`config.mk`:
```
export PLATFORM = sky130hd
export DESIGN_NAME = vga_timing
export DESIGN_NICKNAME = d
export VERILOG_FILES = /design/src/rtl/vga_timing.sv
export SDC_FILE = /design/constraint.sdc
export NUM_CORES = 1
export LEC_CHECK = 0
export BUFFER_PORTS_ARGS = -buffer_cell sky130_fd_sc_hd__buf_2
export CAP_MARGIN = 30
export CORE_UTILIZATION = 59
export DETAILED_ROUTE_END_ITERATION = 10
export PLACE_DENSITY = 0.93
export REMOVE_ABC_BUFFERS = 1
export SLEW_MARGIN = 0
export SYNTH_ARGS = -nofsm -noshare
export SYNTH_HDL_FRONTEND = slang
export SYNTH_SLANG_ARGS = --single-unit
```
`constraint.sdc`:
```
create_clock -name clk -period 6.9 [get_ports clk]
set_clock_uncertainty 0.05 [all_clocks]
set_input_delay 0.345 -clock clk [delete_from_list [all_inputs] [get_ports clk]]
set_output_delay 0.345 -clock clk [all_outputs]
set_load 0.005 [all_outputs]
```
`src/rtl/vga_timing.sv`:
```
// rtl/vga_timing.sv - VGA raster counters with registered, zero-skew sync/blank flags
// Flags and frame_end are computed from next-state counts so they line up with the count they describe.
module vga_timing #(
  parameter int H_VIS = 800,
  parameter int H_FP  = 40,
  parameter int H_SW  = 128,
  parameter int H_BP  = 88,
  parameter int V_VIS = 600,
  parameter int V_FP  = 1,
  parameter int V_SW  = 4,
  parameter int V_BP  = 23
) (
  input  logic        clk,
  input  logic        rst,
  input  logic        pix_en,
  output logic [10:0] hcount_out,
  output logic [10:0] vcount_out,
  output logic        h_sync_out,
  output logic        v_sync_out,
  output logic        h_blank_out,
  output logic        v_blank_out,
  output logic        frame_end_out
);

  localparam int H_TOT = H_VIS + H_FP + H_SW + H_BP;
  localparam int V_TOT = V_VIS + V_FP + V_SW + V_BP;

  localparam logic [10:0] H_LAST   = 11'(H_TOT - 1);
  localparam logic [10:0] V_LAST   = 11'(V_TOT - 1);
  localparam logic [10:0] H_BLK    = 11'(H_VIS);
  localparam logic [10:0] H_SYNC_S = 11'(H_VIS + H_FP);
  localparam logic [10:0] H_SYNC_E = 11'(H_VIS + H_FP + H_SW);
  localparam logic [10:0] V_BLK    = 11'(V_VIS);
  localparam logic [10:0] V_SYNC_S = 11'(V_VIS + V_FP);
  localparam logic [10:0] V_SYNC_E = 11'(V_VIS + V_FP + V_SW);

  logic [10:0] r_hcount, r_vcount;
  logic        r_h_sync, r_v_sync, r_h_blank, r_v_blank, r_frame_end;

  logic [10:0] w_h_next, w_v_next;
  logic        w_h_last, w_v_last;

  assign w_h_last = (r_hcount == H_LAST);
  assign w_v_last = (r_vcount == V_LAST);

  always_comb begin
    w_h_next = r_hcount;
    w_v_next = r_vcount;
    if (pix_en) begin
      if (w_h_last) begin
        w_h_next = 11'd0;
        w_v_next = w_v_last ? 11'd0 : r_vcount + 11'd1;
      end else begin
        w_h_next = r_hcount + 11'd1;
      end
    end
  end

  always_ff @(posedge clk) begin
    if (rst) begin
      r_hcount    <= 11'd0;
      r_vcount    <= 11'd0;
      r_h_sync    <= 1'b0;
      r_v_sync    <= 1'b0;
      r_h_blank   <= 1'b0;
      r_v_blank   <= 1'b0;
      r_frame_end <= 1'b0;
    end else begin
      r_hcount    <= w_h_next;
      r_vcount    <= w_v_next;
      r_h_blank   <= (w_h_next >= H_BLK);
      r_h_sync    <= (w_h_next >= H_SYNC_S) && (w_h_next < H_SYNC_E);
      r_v_blank   <= (w_v_next >= V_BLK);
      r_v_sync    <= (w_v_next >= V_SYNC_S) && (w_v_next < V_SYNC_E);
      // Pulse only on the advance that lands on the final pixel, so a stalled last pixel does not stretch it.
      r_frame_end <= pix_en && (w_h_next == H_LAST) && (w_v_next == V_LAST);
    end
  end

  assign hcount_out    = r_hcount;
  assign vcount_out    = r_vcount;
  assign h_sync_out    = r_h_sync;
  assign v_sync_out    = r_v_sync;
  assign h_blank_out   = r_h_blank;
  assign v_blank_out   = r_v_blank;
  assign frame_end_out = r_frame_end;

endmodule

```
==> metrics.txt, run 1 <==
Slew headroom 67.0%; Skew-Pair Late Insertion Delay 330 ps; nets 226; Row Count 18; final wirelength 3820 µm; CTS sink cnt 27; XOR/XNOR Fraction of Synth Area 7.69%; class of the worst hold path in -> reg; port buffer count 29; Max Cap Violations 0; WS Path Type reg -> reg; GRT Resource Usage Total 26.6%; Slew @ Worst Pin 496 ps; Max rail drop VDD 0.000113 V; # setup viols final 0; compound-gate portion of the synthesized area 14.6%; Starting Density 63.2%; TritonCTS clock tree built; arrival time worst endpoint 3490 ps; Post-CTS Setup Inserts 0; Final Max Slew Viols 0; die span in y 54 µm; grt ovf 0; asr flop ratio synth 0%; DRT iter0 DRCs 50; Num CTS Buffers 3; H-tree Lvls 1; first-pass GRT wire length 5680 µm; Clock Tree Root clkbuf_4; post-cts gate resize count 0; number of fill cells in the layout 204; vias in the first global route 1321; leakage 0.664 nW; die width 54 µm; Ant. Diodes 0; period utilisation layout 47.6%; final hold violations 0; post-synth top area share 33.9%; Syn. warnings 0; mux contribution to synthesized area 1.88%; CTS max path bufs 2; Residual DRC 0; Final Wtd Congestion 0.893; Area Overhead vs Synth 10.4%; Pwr Density 138 nW/µm²; crit path max fanout 16; CP endpoint kind flop; CP Data Required Time 7110 ps; RSZ-0062 raised after global routing false; synthesized area 1600 µm²; Synth area leader dfxtp_1; simple-gate area share of the yosys netlist 35.7%; largest net degree at the start of global routing 25; antenna-violating nets left 0; via/cell ratio 6.38; DR vias 1595; Syn Area/Cell 7.98 µm²; CORE AREA 2520 µm²; Finished Core Util 69.8%; clock slew at reported path FFs 150 ps; setup TNS 0 ps; top_reg_cell synth dfxtp_1; Post-Synth Adder-Cell Area 1.57%; die footprint 2920 µm²; Post-synth EDFFs 0; I/O pin cnt 30; Gate Count Post-Synth 200; largest family of logic cells by synthesized area simple AND/OR/NAND/NOR gates; status finished clean; Initial DRT Pass Iterations 4; f_max 305 MHz; initial antenna violation count 0; DP HPWL 2680 µm; total power 0.243 mW; largest cells by area after synthesis dfxtp_1, xnor2_1, nor2_1, a21oi_1, or3_1; most frequent cells in the layout buf_2, dfxtp_1, nor2_1; startpoint types flop; post-layout min period 3280 ps; Seq cells post-synth 27; post-synthesis sequential area ratio 33.9%; cts hold-fix bufs 0; commonest non-fill, non-tap cell in the layout buf_2; post-synthesis cell type count 46; WL per Instance 15.3 µm; layout cells sized above 1 18.2%
## per-layer routing
metal	GRT usage, %	part of all wire, %	up-vias
met3	3.11	5.9	6
met5	0	0	-
met4	12.8	1.0	0
met2	45.7	51	61
li1	-	-	777
met1	32.8	42	751
## state kept, by name (all words and copies together), names as in the netlist
name / cells
hcount_out: 11
vcount_out: 11
frame_end_out: 1
h_blank_out: 1
h_sync_out: 1
v_blank_out: 1
v_sync_out: 1
## path summary, 6_finish.rpt
| kind | startpoint | to | depth (start not counted) | slack [ps] |
|---|---|---|---|---|
| worst max-delay path | hcount_out[0] | frame_end_out | 7 | 3620 |
| worst min-delay path | pix_en | hcount_out[1] | 3 | 320 |
| worst max register to register | hcount_out[0] | frame_end_out | 7 | 3620 |
| worst min register to register | vcount_out[1] | vcount_out[1] | 2 | 520 |
## through the flow
step | instance area [µm²] | std cells | setup WS (ps) | hold WS (ps)
4_1_cts | 1750 | 249 | 3590 | 323
3_5_place_dp | 1720 | 245 | 3590 | 483
2_1_floorplan | 1530 | 185 | 3660 | 364
5_1_grt | 1760 | 250 | 3450 | 327
3_3_place_gp | 1720 | 245 | 3810 | 483
6_report | 1760 | 250 | 3620 | 322
## where the power goes
part           leakage (nW)  switching [mW]  internal, mW  total, mW
Sequential            0.218         0.00306         0.158      0.161
Combinational         0.432         0.00664       0.00459     0.0112
Clock                0.0139          0.0484        0.0222     0.0706
Total                 0.664          0.0581         0.185      0.243
## Yosys cell counts, types with 3 or more instances
library cell / number
nor3_1: 10
nand2b_1: 4
mux2i_1: 3
and3_1: 4
nor2_1: 24
nand2_1: 11
nand3_1: 7
o21ai_0: 9
and4_1: 3
nand4_1: 7
dfxtp_1: 27
xor2_1: 3
or3_1: 9
xnor2_1: 11
nor4_1: 5
clkbuf_1: 11
a21oi_1: 12
a31oi_1: 4
## kinds of logic (layout without fill, tap and decap cells)
kind of cell / Yosys count / in the layout
XOR/XNOR: 14 / 14
AO/OA/AOI/OAI: 37 / 37
adder cells (fa/ha/maj): 2 / 2
AND/OR/NAND/NOR: 100 / 100
flip-flops: 27 / 27
buffers and inverters: 17 / 37
multiplexers: 3 / 3
## critical path, cell delays in order, from the launching register on
cell,delay [ps]
dfxtp_1,460
ha_1,220
nand4_1,370
or4_1,870
or3_1,430
a21o_1,190
or3_1,360
nor4b_2,260
## cell type report
class,count,area (µm²),share of cell area [%]
multi-input cells,156,986,56.0
flip-flops and latches,27,541,30.7
repair buffers,31,160,9.09
well taps,30,37.5,2.13
clock buffers,3,22.5,1.28
clock inverters,1,7.51,0.426
inverters,2,7.51,0.426
No activity file was read; power rests on OpenSTA's default activity.
==> inputs of run 2 (changes only) <==
--- a/config.mk
+++ b/config.mk
@@ -5,11 +5,12 @@
 export SDC_FILE = /design/constraint.sdc
 export NUM_CORES = 1
 export LEC_CHECK = 0
+export ABC_AREA = 1
 export BUFFER_PORTS_ARGS = -buffer_cell sky130_fd_sc_hd__buf_2
 export CAP_MARGIN = 30
-export CORE_UTILIZATION = 59
+export CORE_UTILIZATION = 56
 export DETAILED_ROUTE_END_ITERATION = 10
-export PLACE_DENSITY = 0.93
+export PLACE_DENSITY = 0.89
 export REMOVE_ABC_BUFFERS = 1
 export SLEW_MARGIN = 0
 export SYNTH_ARGS = -nofsm -noshare
==> constraint.sdc (replaced) <==
create_clock -name clk -period 3.3 [get_ports clk]
set_clock_uncertainty 0.05 [all_clocks]
set_input_delay 0.165 -clock clk [delete_from_list [all_inputs] [get_ports clk]]
set_output_delay 0.165 -clock clk [all_outputs]
set_load 0.005 [all_outputs]
==> run 2 against run 1 <==
Compared with the run above: die area increased by 16%; combinational power increased to 2.5 times the previous value; routed wire length increased by 10%; hold slack got worse by 120 ps; non-clock buffer count decreased by 2; clock-buffer cell count unchanged; fmax increased by 56%; cell count increased by 44%; sequential power increased by 110%; core utilization decreased by 4.5 points; critical path depth increased by 5; critical path type unchanged.
==> metrics.txt, run 2 <==
Clock Tree Root clkbuf_4; worst-path cell chain ha_1, nand3_2, inv_2, nand3_1, nor2_2, nand3_1, nand2_1, nand3_2, a21oi_2, nand2_1, a21oi_1, nor2_1; slowest CP cell dfxtp_1; status finished clean; Residual DRC 0 (unchanged); largest cells by area after synthesis dfxtp_1, nand2_1, nor2_1, nand3_1, inv_1; final hold violations 0 (unchanged); synthesized area 1770 µm² (+11%); commonest non-fill, non-tap cell in the layout nand2_1; Post-CTS Setup Inserts 0 (unchanged); DP HPWL 3160 µm (+18%); die width 58.3 µm (+7.9%); WHS Endpoint hcount_out[3]; DRT iter0 DRCs 126 (+150%); I/O pin cnt 30 (unchanged); worst reg2reg endpoint v_blank_out; setup TNS 0 ps (unchanged); final wirelength 4200 µm (+10%); post-layout instance area 1980 µm² (+12%); TritonCTS clock tree built; Seq cells post-synth 27 (unchanged); CP endpoint kind flop; most frequent cells in the layout nand2_1, nor2_1, inv_1; WL per Instance 11.7 µm (-23%); period utilisation layout 63.9% (+16 points); H-tree Lvls 1 (unchanged); Skew-Pair Late Insertion Delay 330 ps (about the same); f_max 474 MHz (+56%); Syn Area/Cell 6.18 µm² (-23%); number of fill cells in the layout 288 (+41%); total power 0.506 mW (+110%); Final Wtd Congestion 0.986 (+10%); CTS sink cnt 27 (unchanged); Post-synth EDFFs 0 (unchanged); port buffer count 29 (unchanged); worst path bufs/invs 1 (+1); count leader, synth nand2_1; Max rail drop VDD 0.000212 V (+86%); Starting Density 58.6% (-4.7 points); Post-synth top cells nand2_1, nor2_1, inv_1; leakage 0.941 nW (+42%); placed cell area 1950 µm² (+13%); FF-to-FF path depth 12 (+5); Initial DRT Pass Iterations 4 (unchanged); CP max stage delay 420 ps (-450 ps); grt ovf 0 (unchanged); DR vias 1872 (+17%); Gate Count Post-Synth 287 (+44%); fin worst setup slack 1190 ps (-2430 ps); layout cells sized above 1 21.0% (+2.8 points); class of the worst hold path in -> reg; antenna-violating nets left 0 (unchanged); largest net degree at the start of global routing 27 (+8.0%); Num CTS Buffers 3 (unchanged); CORE AREA 3030 µm² (+20%); die span in y 58.3 µm (+7.9%); initial antenna violation count 0 (unchanged); pre-CTS WS 1270 ps (-2330 ps); clock slew at reported path FFs 150 ps (about the same); hold depth 2 (-1); post-synthesis sequential area ratio 30.5% (-3.4 points); post-synth top area share 30.5% (-3.4 points); vias in the first global route 1577 (+19%); Synth area leader dfxtp_1; top_reg_cell synth dfxtp_1; Finished Core Util 65.4% (-4.5 points); # setup viols final 0 (unchanged); crit path max fanout 6 (-10); Final Max Slew Viols 0 (unchanged); asr flop ratio synth 0% (unchanged); Register-to-Register Setup Slack 1190 ps (-2430 ps); Area Overhead vs Synth 11.6%; die footprint 3390 µm² (+16%); hold path startpoint rst; CP Data Required Time 3470 ps (-3640 ps); Syn. warnings 0 (unchanged); arrival time worst endpoint 2280 ps (-1210 ps); Worst path depth 12 (+5); RSZ-0062 raised after global routing false; first-pass GRT wire length 6950 µm (+22%); Max Cap Violations 0 (unchanged); Pwr Density 256 nW/µm² (+86%); startpoint types flop; Worst path top cell family by delay simple AND/OR/NAND/NOR gates; post-synthesis cell type count 28 (-39%); Ant. Diodes 0 (unchanged); cts hold-fix bufs 0 (unchanged); CTS max path bufs 2 (unchanged); via/cell ratio 5.21 (-18%); Slew headroom 68.5% (+1.5 points); reg-to-reg critical path startpoint hcount_out[0]; nets 321 (+42%); post-layout min period 2110 ps (-1170 ps); post-cts gate resize count 0 (unchanged); WS Path Type reg -> reg; Slew @ Worst Pin 472 ps (-23.2 ps); GRT Resource Usage Total 26.5% (-0.19 points); Row Count 20 (+2)
[run 2: worst max path at each step]
stage	endpoint	start	slack (ps)
floorplan	v_sync_out	hcount_out[0]	1530
global placement	v_blank_out	hcount_out[0]	1250
detailed placement	v_blank_out	hcount_out[0]	1270
CTS	v_blank_out	hcount_out[0]	1220
global route	v_sync_out	hcount_out[0]	1010
finish	v_blank_out	hcount_out[0]	1190
[run 2: layout make-up]
cell class	instances	area, µm²	area share [%]
clock buffers	3	22.5	1.14
flip-flops and latches	27	541	27.3
well taps	44	55.1	2.78
multi-input cells	212	1050	53.0
clock inverters	1	5.00	0.253
repair buffers	29	145	7.33
inverters	43	161	8.15
[run 2: layer usage]
| metal | global-route usage [%] | share of wire [%] |
|---|---|---|
| met1 | 38.6 | 48 |
| met2 | 37.6 | 44 |
| met3 | 4.02 | 6.4 |
| met4 | 13.3 | 1.8 |
| met5 | 0 | 0 |
[run 2: worst reg2reg max path, delay by kind of cell, from the launching register on]
kind | cells | cell delay, ps
buf+inv | 1 | 140
fa+ha+maj | 1 | 230
simple gates | 8 | 870
compound gates | 2 | 290
flops | 1 | 420
[run 2: power breakdown]
part	internal [mW]	leakage, nW	switching [mW]	total (mW)
logic	0.00832	0.705	0.0199	0.0282
registers	0.329	0.218	0.00360	0.332
clock network	0.0455	0.0177	0.100	0.146
total	0.383	0.941	0.124	0.506
[run 2: stage by stage]
stage	hold WS, ps	std cells
final	206	359
after global routing	205	359
after CTS	203	359
after detailed placement	477	355
after global placement	461	355
after floorplan	184	282
[run 2: cell families after synthesis]
kind of cell / share of synthesized area [%]
xor gates and xnor gates: 2.96
and+or+nand+nor: 48.7
DFF: 30.5
AOI/OAI and AO/OA: 6.14
adders and majority gates: 1.41
buffers and inverters: 10.3
